<file path="src/rtl/mcore_pkg.sv">
// Shared types and constants for the multi-cycle MIPS core.
// Opcodes, funct codes, state and ALU-op enums.
package mcore_pkg;

  localparam logic [5:0] OP_RTYPE = 6'h00;
  localparam logic [5:0] OP_J     = 6'h02;
  localparam logic [5:0] OP_JAL   = 6'h03;
  localparam logic [5:0] OP_BEQ   = 6'h04;
  localparam logic [5:0] OP_BNE   = 6'h05;
  localparam logic [5:0] OP_ADDI  = 6'h08;
  localparam logic [5:0] OP_LW    = 6'h23;
  localparam logic [5:0] OP_SW    = 6'h2B;

  localparam logic [5:0] FN_JR  = 6'h08;
  localparam logic [5:0] FN_ADD = 6'h20;
  localparam logic [5:0] FN_SUB = 6'h22;
  localparam logic [5:0] FN_AND = 6'h24;
  localparam logic [5:0] FN_OR  = 6'h25;
  localparam logic [5:0] FN_SLT = 6'h2A;

  localparam logic [4:0] REG_LINK = 5'd31;

  typedef enum logic [2:0] {
    S_BOOT,
    S_FETCH,
    S_DECODE,
    S_EXEC,
    S_MEM,
    S_WB,
    S_HALT
  } state_e;

  typedef enum logic [2:0] {
    ALU_ADD,
    ALU_SUB,
    ALU_AND,
    ALU_OR,
    ALU_SLT
  } alu_op_e;

  function automatic logic [31:0] sext16(
    input logic [15:0] v
  );
    return {{16{v[15]}}, v};
  endfunction

endpackage

</file>
<file path="src/rtl/mcore_if.sv">
// Unified instruction/data memory port, req/ready handshake.
// The core is the master; memory or bus bridge is the slave.
interface mcore_if #(
  parameter int ADDR_W = 16
);
  logic              mem_req;
  logic              mem_we;
  logic [ADDR_W-1:0] mem_addr;
  logic [31:0]       mem_wdata;
  logic              mem_ready;
  logic [31:0]       mem_rdata;

  modport master (
    output mem_req,
    output mem_we,
    output mem_addr,
    output mem_wdata,
    input  mem_ready,
    input  mem_rdata
  );

  modport slave (
    input  mem_req,
    input  mem_we,
    input  mem_addr,
    input  mem_wdata,
    output mem_ready,
    output mem_rdata
  );
endinterface

</file>
<file path="src/rtl/mcore_regfile.sv">
// 32x32 register file: two async reads, one sync write.
// r0 reads as zero; contents cleared by reset.
module mcore_regfile (
  input  logic        clk,
  input  logic        reset_n,
  input  logic [4:0]  ra1_i,
  input  logic [4:0]  ra2_i,
  output logic [31:0] rd1_o,
  output logic [31:0] rd2_o,
  input  logic        we_i,
  input  logic [4:0]  wa_i,
  input  logic [31:0] wd_i
);

  logic [31:0] regs_q [32];

  always_ff @(posedge clk or negedge reset_n) begin
    if (!reset_n) begin
      for (int i = 0; i < 32; i++) begin
        regs_q[i] <= '0;
      end
    end else if (we_i && (wa_i != 5'd0)) begin
      regs_q[wa_i] <= wd_i;
    end
  end

  assign rd1_o = (ra1_i == 5'd0) ? '0 : regs_q[ra1_i];
  assign rd2_o = (ra2_i == 5'd0) ? '0 : regs_q[ra2_i];

endmodule

</file>
<file path="src/rtl/multi_cycle_mips_core.sv">
// Multi-cycle MIPS subset core over one shared memory port.
// Define MCORE_PERF_CNT_EN to add cycle/retired counters.
module multi_cycle_mips_core
  import mcore_pkg::*;
#(
  parameter int              ADDR_W   = 16,
  parameter logic [ADDR_W-1:0] RESET_PC = '0
) (
  input  logic        clk,
  input  logic        reset_n,
  mcore_if.master     mem,
  output logic        halted
`ifdef MCORE_PERF_CNT_EN
  ,
  output logic [31:0] perf_cycles,
  output logic [31:0] perf_retired
`endif
);

  state_e            state_q, state_d;
  logic [ADDR_W-1:0] pc_q, pc_d;
  logic [31:0]       ir_q, ir_d;
  logic [31:0]       a_q, a_d;
  logic [31:0]       b_q, b_d;
  logic [31:0]       res_q, res_d;

  logic [5:0]  op, fn;
  logic [4:0]  rs, rt, rd;
  logic [15:0] imm;

  assign op  = ir_q[31:26];
  assign rs  = ir_q[25:21];
  assign rt  = ir_q[20:16];
  assign rd  = ir_q[15:11];
  assign fn  = ir_q[5:0];
  assign imm = ir_q[15:0];

  logic is_r, is_jr, is_alur, is_addi, is_lw, is_sw;
  logic is_beq, is_bne, is_j, is_jal, legal;

  assign is_r    = (op == OP_RTYPE);
  assign is_jr   = is_r && (fn == FN_JR);
  assign is_alur = is_r && ((fn == FN_ADD) || (fn == FN_SUB) ||
                   (fn == FN_AND) || (fn == FN_OR) || (fn == FN_SLT));
  assign is_addi = (op == OP_ADDI);
  assign is_lw   = (op == OP_LW);
  assign is_sw   = (op == OP_SW);
  assign is_beq  = (op == OP_BEQ);
  assign is_bne  = (op == OP_BNE);
  assign is_j    = (op == OP_J);
  assign is_jal  = (op == OP_JAL);
  assign legal   = is_alur | is_jr | is_addi | is_lw | is_sw |
                   is_beq | is_bne | is_j | is_jal;

  logic [31:0] rs_val, rt_val;
  logic        rf_we;
  logic [4:0]  rf_wa;
  logic [31:0] rf_wd;

  mcore_regfile u_rf (
    .clk    (clk),
    .reset_n(reset_n),
    .ra1_i  (rs),
    .ra2_i  (rt),
    .rd1_o  (rs_val),
    .rd2_o  (rt_val),
    .we_i   (rf_we),
    .wa_i   (rf_wa),
    .wd_i   (rf_wd)
  );

  // pc_q already holds PC+4 once the fetch has completed
  logic [31:0]       j_tgt32;
  logic [ADDR_W-1:0] j_tgt, br_tgt;

  assign j_tgt32 = (32'(pc_q) & 32'hF000_0000) |
                   {4'b0, ir_q[25:0], 2'b00};
  assign j_tgt   = ADDR_W'(j_tgt32);
  assign br_tgt  = pc_q + ADDR_W'(sext16(imm) << 2);

  function automatic logic [31:0] alu(
    input alu_op_e     f,
    input logic [31:0] x,
    input logic [31:0] y
  );
    logic [31:0] r;
    r = x + y;
    unique case (f)
      ALU_ADD: r = x + y;
      ALU_SUB: r = x - y;
      ALU_AND: r = x & y;
      ALU_OR:  r = x | y;
      ALU_SLT: r = {31'b0, $signed(x) < $signed(y)};
      default: r = x + y;
    endcase
    return r;
  endfunction

  alu_op_e     alu_op;
  logic [31:0] alu_b, alu_y;

  always_comb begin
    alu_op = ALU_ADD;
    if (is_r) begin
      case (fn)
        FN_SUB:  alu_op = ALU_SUB;
        FN_AND:  alu_op = ALU_AND;
        FN_OR:   alu_op = ALU_OR;
        FN_SLT:  alu_op = ALU_SLT;
        default: alu_op = ALU_ADD;
      endcase
    end
  end

  assign alu_b = is_r ? b_q : sext16(imm);
  assign alu_y = alu(alu_op, a_q, alu_b);

  assign mem.mem_req   = (state_q == S_FETCH) || (state_q == S_MEM);
  assign mem.mem_we    = (state_q == S_MEM) && is_sw;
  assign mem.mem_addr  = (state_q == S_MEM) ? ADDR_W'(res_q) : pc_q;
  assign mem.mem_wdata = b_q;
  assign halted        = (state_q == S_HALT);

  always_comb begin
    state_d = state_q;
    pc_d    = pc_q;
    ir_d    = ir_q;
    a_d     = a_q;
    b_d     = b_q;
    res_d   = res_q;
    rf_we   = 1'b0;
    rf_wa   = rt;
    rf_wd   = res_q;
    unique case (state_q)
      S_BOOT: state_d = S_FETCH;
      S_FETCH: begin
        if (mem.mem_ready) begin
          ir_d    = mem.mem_rdata;
          pc_d    = pc_q + ADDR_W'(4);
          state_d = S_DECODE;
        end
      end
      S_DECODE: begin
        a_d     = rs_val;
        b_d     = rt_val;
        state_d = S_EXEC;
        unique case (1'b1)
          !legal: state_d = S_HALT;
          is_j: begin
            pc_d    = j_tgt;
            state_d = S_FETCH;
          end
          is_jal: begin
            pc_d    = j_tgt;
            state_d = S_FETCH;
            rf_we   = 1'b1;
            rf_wa   = REG_LINK;
            rf_wd   = 32'(pc_q);
          end
          is_jr: begin
            if (rs_val[1:0] != 2'b00) begin
              state_d = S_HALT;
            end else begin
              pc_d    = ADDR_W'(rs_val);
              state_d = S_FETCH;
            end
          end
          default: ;
        endcase
      end
      S_EXEC: begin
        res_d = alu_y;
        unique case (1'b1)
          is_lw, is_sw: begin
            state_d = (alu_y[1:0] != 2'b00) ? S_HALT : S_MEM;
          end
          is_beq: begin
            if (a_q == b_q) pc_d = br_tgt;
            state_d = S_FETCH;
          end
          is_bne: begin
            if (a_q != b_q) pc_d = br_tgt;
            state_d = S_FETCH;
          end
          default: state_d = S_WB;
        endcase
      end
      S_MEM: begin
        if (mem.mem_ready) begin
          if (is_sw) begin
            state_d = S_FETCH;
          end else begin
            res_d   = mem.mem_rdata;
            state_d = S_WB;
          end
        end
      end
      S_WB: begin
        rf_we   = 1'b1;
        rf_wa   = is_r ? rd : rt;
        rf_wd   = res_q;
        state_d = S_FETCH;
      end
      S_HALT: state_d = S_HALT;
      default: state_d = S_HALT;
    endcase
  end

  always_ff @(posedge clk or negedge reset_n) begin
    if (!reset_n) begin
      state_q <= S_BOOT;
      pc_q    <= RESET_PC;
      ir_q    <= '0;
      a_q     <= '0;
      b_q     <= '0;
      res_q   <= '0;
    end else begin
      state_q <= state_d;
      pc_q    <= pc_d;
      ir_q    <= ir_d;
      a_q     <= a_d;
      b_q     <= b_d;
      res_q   <= res_d;
    end
  end

`ifdef MCORE_PERF_CNT_EN
  logic        retire;
  logic [31:0] cyc_q, ret_q;

  // An instruction retires in whichever state is its last one
  assign retire =
    ((state_q == S_DECODE) &&
     (is_j || is_jal || (is_jr && (rs_val[1:0] == 2'b00)))) ||
    ((state_q == S_EXEC) && (is_beq || is_bne)) ||
    ((state_q == S_MEM) && is_sw && mem.mem_ready) ||
    (state_q == S_WB);

  always_ff @(posedge clk or negedge reset_n) begin
    if (!reset_n) begin
      cyc_q <= '0;
      ret_q <= '0;
    end else begin
      if (state_q != S_HALT) cyc_q <= cyc_q + 32'd1;
      if (retire) ret_q <= ret_q + 32'd1;
    end
  end

  assign perf_cycles  = cyc_q;
  assign perf_retired = ret_q;
`endif

endmodule
</file>
<file path="src/flat_wrapper.sv">
// flat-port wrapper written by rule: the top's interface ports become plain ports
module multi_cycle_mips_core_flat import mcore_pkg::*;
#(
  parameter int              ADDR_W   = 16,
  parameter logic [ADDR_W-1:0] RESET_PC = '0
)
  (clk, reset_n, halted, mem_mem_req, mem_mem_we, mem_mem_addr, mem_mem_wdata, mem_mem_ready, mem_mem_rdata);
  mcore_if #(.ADDR_W(ADDR_W)) mem_i ();
  input  logic clk;
  input  logic reset_n;
  output logic halted;
  output wire logic [$bits(mem_i.mem_req)-1:0] mem_mem_req;
  output wire logic [$bits(mem_i.mem_we)-1:0] mem_mem_we;
  output wire logic [$bits(mem_i.mem_addr)-1:0] mem_mem_addr;
  output wire logic [$bits(mem_i.mem_wdata)-1:0] mem_mem_wdata;
  input wire logic [$bits(mem_i.mem_ready)-1:0] mem_mem_ready;
  input wire logic [$bits(mem_i.mem_rdata)-1:0] mem_mem_rdata;
  assign mem_mem_req = mem_i.mem_req;
  assign mem_mem_we = mem_i.mem_we;
  assign mem_mem_addr = mem_i.mem_addr;
  assign mem_mem_wdata = mem_i.mem_wdata;
  assign mem_i.mem_ready = mem_mem_ready;
  assign mem_i.mem_rdata = mem_mem_rdata;
  multi_cycle_mips_core #(.ADDR_W(ADDR_W), .RESET_PC(RESET_PC)) u_core (.clk(clk), .reset_n(reset_n), .mem(mem_i), .halted(halted));
endmodule
</file>
<file path="config.mk">
export PLATFORM = sky130hd
export DESIGN_NAME = multi_cycle_mips_core_flat
export DESIGN_NICKNAME = d
export VERILOG_FILES = /design/src/rtl/mcore_pkg.sv /design/src/rtl/mcore_if.sv /design/src/rtl/mcore_regfile.sv /design/src/rtl/multi_cycle_mips_core.sv /design/src/flat_wrapper.sv
export SDC_FILE = /design/constraint.sdc
export NUM_CORES = 2
export LEC_CHECK = 0
export BUFFER_PORTS_ARGS = -buffer_cell sky130_fd_sc_hd__buf_2
export CAP_MARGIN = 15
export CORE_MARGIN = 1
export CORE_UTILIZATION = 50
export CTS_CLUSTER_DIAMETER = 30
export DETAILED_ROUTE_END_ITERATION = 8
export MAX_ROUTING_LAYER = met4
export PLACE_DENSITY_LB_ADDON = 0.15
export SYNTH_ARGS = -nofsm -noshare
export SYNTH_HDL_FRONTEND = slang
export SYNTH_SLANG_ARGS = --single-unit
</file>
<file path="constraint.sdc">
create_clock -name clk -period 4.35 [get_ports clk]
set_clock_uncertainty 0.1 [all_clocks]
set_input_delay 0.6525 -clock clk [delete_from_list [all_inputs] [get_ports clk]]
set_output_delay 0.6525 -clock clk [all_outputs]
set_load 0.01 [all_outputs]
</file>
Word level (Yosys, flattened, before mapping)
Cells that the tools add are included.
{"block": "op_classes", "n_eq_ne": 33, "bitwise": 13, "magnitude_cmp": 5, "n_reduce_logical": 28, "n_mux": 41, "add_sub_neg": 4}
{"cell": "$bwmux W1024", "count": 1}
{"cell": "$mux W32", "count": 12}
{"cell": "$bmux W32 S5", "count": 2}
{"cell": "$demux W32 S5", "count": 1}
{"cell": "$pmux W32 S4", "count": 1}
{"cell": "$mux W16", "count": 5}
{"cell": "$pmux W16 S2", "count": 2}
{"cell": "$pmux W32 S2", "count": 1}
{"cell": "$pmux W16 S3", "count": 1}
{"cell": "$eq A6 B6 Y1 const B", "count": 7}
{"cell": "$add A32 B32 Y32", "count": 1}
{"cell": "$and A32 B32 Y32", "count": 1}
{"cell": "$eq A32 B32 Y1", "count": 1}
{"cell": "$lt A32 B32 Y1", "count": 1}
{"cell": "$ne A32 B32 Y1", "count": 1}
{"cell": "$or A32 B32 Y32", "count": 1}
{"cell": "$sub A32 B32 Y32", "count": 1}
{"cell": "$ge A6 B6 Y1 const B", "count": 3}
{"cell": "$not A5 Y6", "count": 3}
{"cell": "$add A16 B16 Y16", "count": 1}
{"cell": "$add A16 B3 Y16 const B", "count": 1}
{"cell": "$mux W3", "count": 5}
{"cell": "$pmux W3 S5", "count": 1}
{"cell": "$eq A3 B2 Y1 const B", "count": 4}
{"cell": "32 further kinds", "count": 66}
{"block": "totals", "elab_cells": 162, "inputBits": 35, "out_inout_bits": 51, "regBits": 1171}

Longest topological paths before layout
{"block": "logic_depth", "word_depth": 17, "ltp_mapped": 20, "depth_no_buf": 16}

By module
From an unflattened synthesis, not the netlist that was laid out.
{"block": "unflattened", "cells_unflattened": 5294, "hier_area_um2": 67375.9}
{"mod": "mcore_regfile", "seq_area_each_um2": 25624.6, "instances": 1, "cells_each": 3667, "area_per_inst_um2": 54478.5}
{"mod": "multi_cycle_mips_core", "seq_area_each_um2": 3678.5, "instances": 1, "cells_each": 1627, "area_per_inst_um2": 12897.4}

Worst setup path after synthesis
Ideal clock, no wire load.
{"block": "synth_timing", "kind": "register to register", "startpoint": "register u_core.ir_q[26]", "endpoint": "register u_core.res_q[31]", "setup_slack_ps": 91, "path_stages_with_launch": 21, "required_time_ps": 4123, "period_less_slack_ps": 4259, "arrival_ps": 4033, "setup_ps": 127, "path_buffers": 5, "path_cell_list": "dfrtp_1 -> buf_2 -> nor4_2 -> nand2_1 -> buf_2 -> and2_1 -> clkbuf_1 -> clkbuf_1 -> a21o_1 -> inv_1 -> ha_1 -> buf_2 -> inv_1 -> nor3_1 -> nand2_1 -> or4_1 -> a2111oi_0 -> a2111oi_0 -> xnor2_1 -> a21oi_1 -> a31oi_1"}
{"block": "synth_between", "elab_chain_cells": 5, "word_cells_on_any_way": 16, "classes_between": "add/sub: 2; eq/ne: 6; mux: 4; bitwise: 2; reduce/logical: 2"}
{"item": "start: declaration", "line": "multi_cycle_mips_core.sv:22", "rtl": "logic [31:0] ir_q, ir_d;"}
{"item": "start signal: assignment", "line": "multi_cycle_mips_core.sv:220", "rtl": "ir_q <= ir_d;"}
{"item": "$logic_not A6 Y1", "line": "multi_cycle_mips_core.sv:41", "rtl": "assign is_r = (op == OP_RTYPE);"}
{"item": "$mux W32 / $mux W3 (equally long branches)", "line": "multi_cycle_mips_core.sv:115, multi_cycle_mips_core.sv:104"}
{"item": "$add A32 B32 Y32 (tied with other cells)"}
{"item": "$pmux W32 S4", "line": "multi_cycle_mips_core.sv:88", "rtl": "unique case (f)"}
{"item": "$pmux W32 S2", "line": "multi_cycle_mips_core.sv:134", "rtl": "unique case (state_q)"}
{"item": "end signal: assignment", "line": "multi_cycle_mips_core.sv:223", "rtl": "res_q <= res_d;"}
{"item": "end: declaration", "line": "multi_cycle_mips_core.sv:25", "rtl": "logic [31:0] res_q, res_d;"}
Several ways; a longest one is shown, not always the timed one.
A chain may end at the register's enable or synchronous reset.

Final worst setup path
{"block": "layout_timing", "startpoint": "register u_core.ir_q[26]", "endpoint": "register u_core.res_q[25]"}
The elaborated chain is that of the path after synthesis.

==> impl_summary.md <==
Final layout
The layout cell share with drive strength beyond 1 is 28.0%. The count of non-filler cells in the finished layout is 8209. The share of the core filled with cells is 61.7%. In the final design database the tool counted 6405 nets. Relative to the synthesized area, the layout overhead comes to 22.3%.

Run
The max-cap violation count is 0.

Worst setup path
STA puts the critical path data required time at 5.01 ns. Along the worst path, the maximum fanout reaches 12. The worst register-to-register path has a depth of 18. The startpoint of the lowest-slack register-to-register path is u_core.ir_q[26]. The worst setup path is launched from a flip-flop. The internal reg-to-reg setup slack is 0.13 ns.

The kind of capture point of the worst setup path is a flip-flop. The data arrival time at the worst-slack endpoint is roughly 4.9 ns. The endpoint of the most critical register-to-register path is u_core.res_q[25]. The setup path with the least slack is of type flip-flop to flip-flop.

Synthesis
The yosys synthesis warning count is 0. The post-synthesis register bit count is 1171. The proportion of synthesized flip-flops having asynchronous set or reset is 100%. Summing the sequential cell areas from Yosys gives 44.8% of the chip area.

The synthesized cell area is about 65000 um2. The post-synthesis instance total is 6056. The mean instance size in the synthesized netlist is 10.8 um2.

The number of enable-type register cells in the synthesized netlist is 0. The number of different library cells used by synthesis comes to 88. For this run, the leading register cell type out of synthesis is dfrtp_1. When the netlist entered floorplanning its net count stood at 6204.

Die
The area inside the core boundary is between 100000 and 150000 um2. After floorplanning, the core was divided into 132 placement rows. The die area is 132000 um2. The initial standard-cell utilization of the core is 50.5%.

The die is 364 um tall. The I/O pin count is 86. The die extent in x is 364 um.

Global route
The total global-route track usage is between 30% and 40%. The total congestion overflow after global routing is 0. The initial antenna violation count is 7. The number of global-route vias before repair is 53170.

Entering global routing, the biggest net connects about 120 pins. The global-route wire length before repair is 360000 um.

Drt
Detailed routing placed a total of 111000 um of wire on met2. The detailed-routing wirelength on met1 is roughly 98000 um. The detail route stage leaves a number of antenna-violating nets equal to 0. Dividing the detail-routed wire length by the instance count gives 29.6 um. Wire segments on met3 add up to 23700 um in the final route. The highest signal layer in the routed design is met4. Across all layers, the routed design uses 53238 vias. The post-detailed-route via-to-cell ratio is 6.49.

The sum of routed wire length over all layers is 243000 um. The first routing iteration left 6175 violations. The first detailed-routing pass ran for 6 iterations. In the routed design, unresolved DRC markers number 0.

Pwr
The static power due to leakage is 35.4 nW. The maximum vdd drop is 0.473 mV. The power density over the cells is 836 nW/um2.

Clock network
The deepest clock path buffer count is 4. The clock insertion delay at the later pin of the skew report is 0.91 ns. The number of buffers created by CTS is 289.

The TritonCTS sink count is 1171. Post-CTS timing repair inserted 0 buffers for setup. TritonCTS built the clock tree.

After clock tree synthesis, the clock-pin slew on the worst setup and hold paths is ~0.05 ns. The master cell of the clock root buffer is clkbuf_16. The H-tree generated during clock tree synthesis spans 5 levels.

Placement
Once detailed placement completed, the half-perimeter wirelength came to ~150000 um. Port buffering added 85 buffers. In this run, placement finished with an instance count of 7680.

At the end of routability-driven placement, the weighted congestion stood at 1.01.

Timing
The max-slew violation total from the final report was 0. The maximum achievable frequency is 237 MHz. The routed design could run at a clock period as short as about 4.2 ns. The measured slew at the worst slew-check pin is 1.13 ns.

The ratio of final minimum period to clock period is 97.0%. The count of endpoints failing hold in the final timing report came to 0. The count of final setup violators is 0. In this run the tightest slew margin relative to its limit is approximately a quarter.

Hold path
The worst hold path startpoint is mem_mem_rdata[17]. Along the worst hold path, the cell count comes to 2. The tightest min-delay check is of the primary input to flip-flop type. The path with the worst hold slack has its endpoint at u_core.ir_q[17].

Run status
The flow ran to the end, and the final reports show no timing, DRC or antenna violations.
==> cells by family (layout without fill, tap and decap cells) <==
kind of cell               count (synthesis)  after routing  synth area share (%)
buffers and inverters                    709           1117                  4.46
adders and majority gates                113            113                  2.20
other                                      0              3                     0
muxes                                    856            856                  24.1
xor gates and xnor gates                  48             48                 0.643
and+or+nand+nor                         1626           1626                  10.4
AOI/OAI and AO/OA                       1533           1533                  13.4
DFF                                     1171           1171                  44.8
==> worst max-delay path: stages (launching register included) <==
cell      delay, ns
dfrtp_1        0.38
nor4_2         0.26
buf_4          0.17
nand2_2        0.10
and2_1         0.30
buf_4          0.25
a21o_1         0.18
inv_1          0.08
ha_1           0.15
nor2_1         0.10
and4_1         0.18
a21boi_1       0.13
a221o_1        0.27
buf_4          0.17
o31ai_4        0.38
buf_4          0.19
mux2_2         0.32
a222oi_1       0.29
o21ai_0        0.12
==> state kept, by name, summed over array words and instances, names as in the netlist <==
| name | cells |
|---|---|
| u_core.mem.mem_wdata | 32 |
| u_core.a_q | 32 |
| u_core.u_rf.regs_q | 1024 |
| u_core.pc_q | 16 |
| u_core.state_q | 3 |
| u_core.ir_q | 32 |
| u_core.res_q | 32 |
==> repair_timing <==
item                                   CTS  global route
endpoints found under the hold margin  130             0
hold buffers                            28             0
setup endpoints to repair                5            18
pin swaps                                0             6
gates resized for setup                  3            37
==> Yosys cell counts (31+ instances only) <==
master       n  area [um2]
xor2_1      38         333
buf_1       49         184
buf_2      119         596
inv_1      109         409
a21o_1      36         270
o21ai_1     36         180
a21oi_1    265        1330
mux4_2     556       12500
nor2_1     283        1060
mux2_2     159        1790
ha_1       110        1380
nand2_1   1071        4020
clkbuf_1   411        1540
a221oi_1    31         272
a22o_1      35         307
and2_1      37         231
o22ai_1     47         294
o21ai_0    854        4270
nor3_1      45         225
nand3_1     33         165
dfrtp_1   1171       29300
o221ai_1    43         377
mux2i_1    127        1270
==> final cells by class <==
cell class / count / area (um2)
Fill cell: 10330 / 49600
Multi-Input combinational cell: 4176 / 33700
Sequential cell: 1171 / 29300
Clock buffer: 369 / 8120
Timing Repair Buffer: 509 / 4520
Tap cell: 1742 / 2180
Clock inverter: 129 / 1710
Inverter: 110 / 415
Antenna cell: 3 / 7.51
==> worst max-delay path by stage <==
stage                          from                to  depth (start not counted)
finish              u_core.ir_q[26]  u_core.res_q[25]                         18
CTS                 u_core.ir_q[26]  u_core.res_q[31]                         18
global route        u_core.ir_q[26]  u_core.res_q[31]                         18
global placement    u_core.ir_q[26]  u_core.res_q[24]                         18
floorplan           u_core.ir_q[26]  u_core.res_q[31]                         20
detailed placement  u_core.ir_q[26]  u_core.res_q[22]                         17
==> through the flow <==
step                instance area [um2]  power (W)  setup slack, ns  hold slack [ns]  setup TNS (ns)
finish                            80000     0.0669            0.130           0.0441               0
global route                      80000     0.0697         -0.00727           0.0212        -0.00830
CTS                               79900     0.0663          0.00228          0.00742               0
detailed placement                69700     0.0442        -0.000172            0.284       -0.000172
global placement                  69700     0.0438           0.0128            0.278               0
floorplan                         65400     0.0340           0.0906            0.257               0
==> placed cells by master (no fill, tap or decap), types with 29 or more instances in the layout <==
| master | synthesis | layout |
|---|---|---|
| a21o_1 | 36 | 36 |
| nor3_1 | 45 | 44 |
| a21oi_1 | 265 | 261 |
| dfrtp_1 | 1171 | 1160 |
| nand3_1 | 33 | 29 |
| buf_12 | 0 | 67 |
| clkbuf_8 | 0 | 42 |
| buf_2 | 119 | 84 |
| o22ai_1 | 47 | 46 |
| clkbuf_1 | 411 | 30 |
| bufinv_16 | 0 | 36 |
| a221oi_1 | 31 | 30 |
| clkinv_2 | 0 | 42 |
| o21ai_1 | 36 | 37 |
| a22o_1 | 35 | 34 |
| xor2_1 | 38 | 38 |
| mux2_2 | 159 | 159 |
| o221ai_1 | 43 | 43 |
| buf_4 | 12 | 329 |
| mux2i_1 | 127 | 112 |
| o21ai_0 | 854 | 853 |
| nand2_1 | 1071 | 1057 |
| ha_1 | 110 | 107 |
| clkbuf_16 | 0 | 297 |
| and2_1 | 37 | 36 |
| nor2_1 | 283 | 275 |
| mux4_2 | 556 | 556 |
| inv_1 | 109 | 108 |
==> report_power, final <==
part / switching [W] / internal, W
clock network: 0.00662 / 0.0152
logic: 0.0155 / 0.0115
registers: 0.00360 / 0.0145
==> routing by layer <==
metal,GRT usage [%],vias up
met3,9.79,616
met1,50.9,27270
met5,-,-
met4,15.5,0
met2,56.7,2881
li1,-,22471
Power figures use the tool's default switching activity.
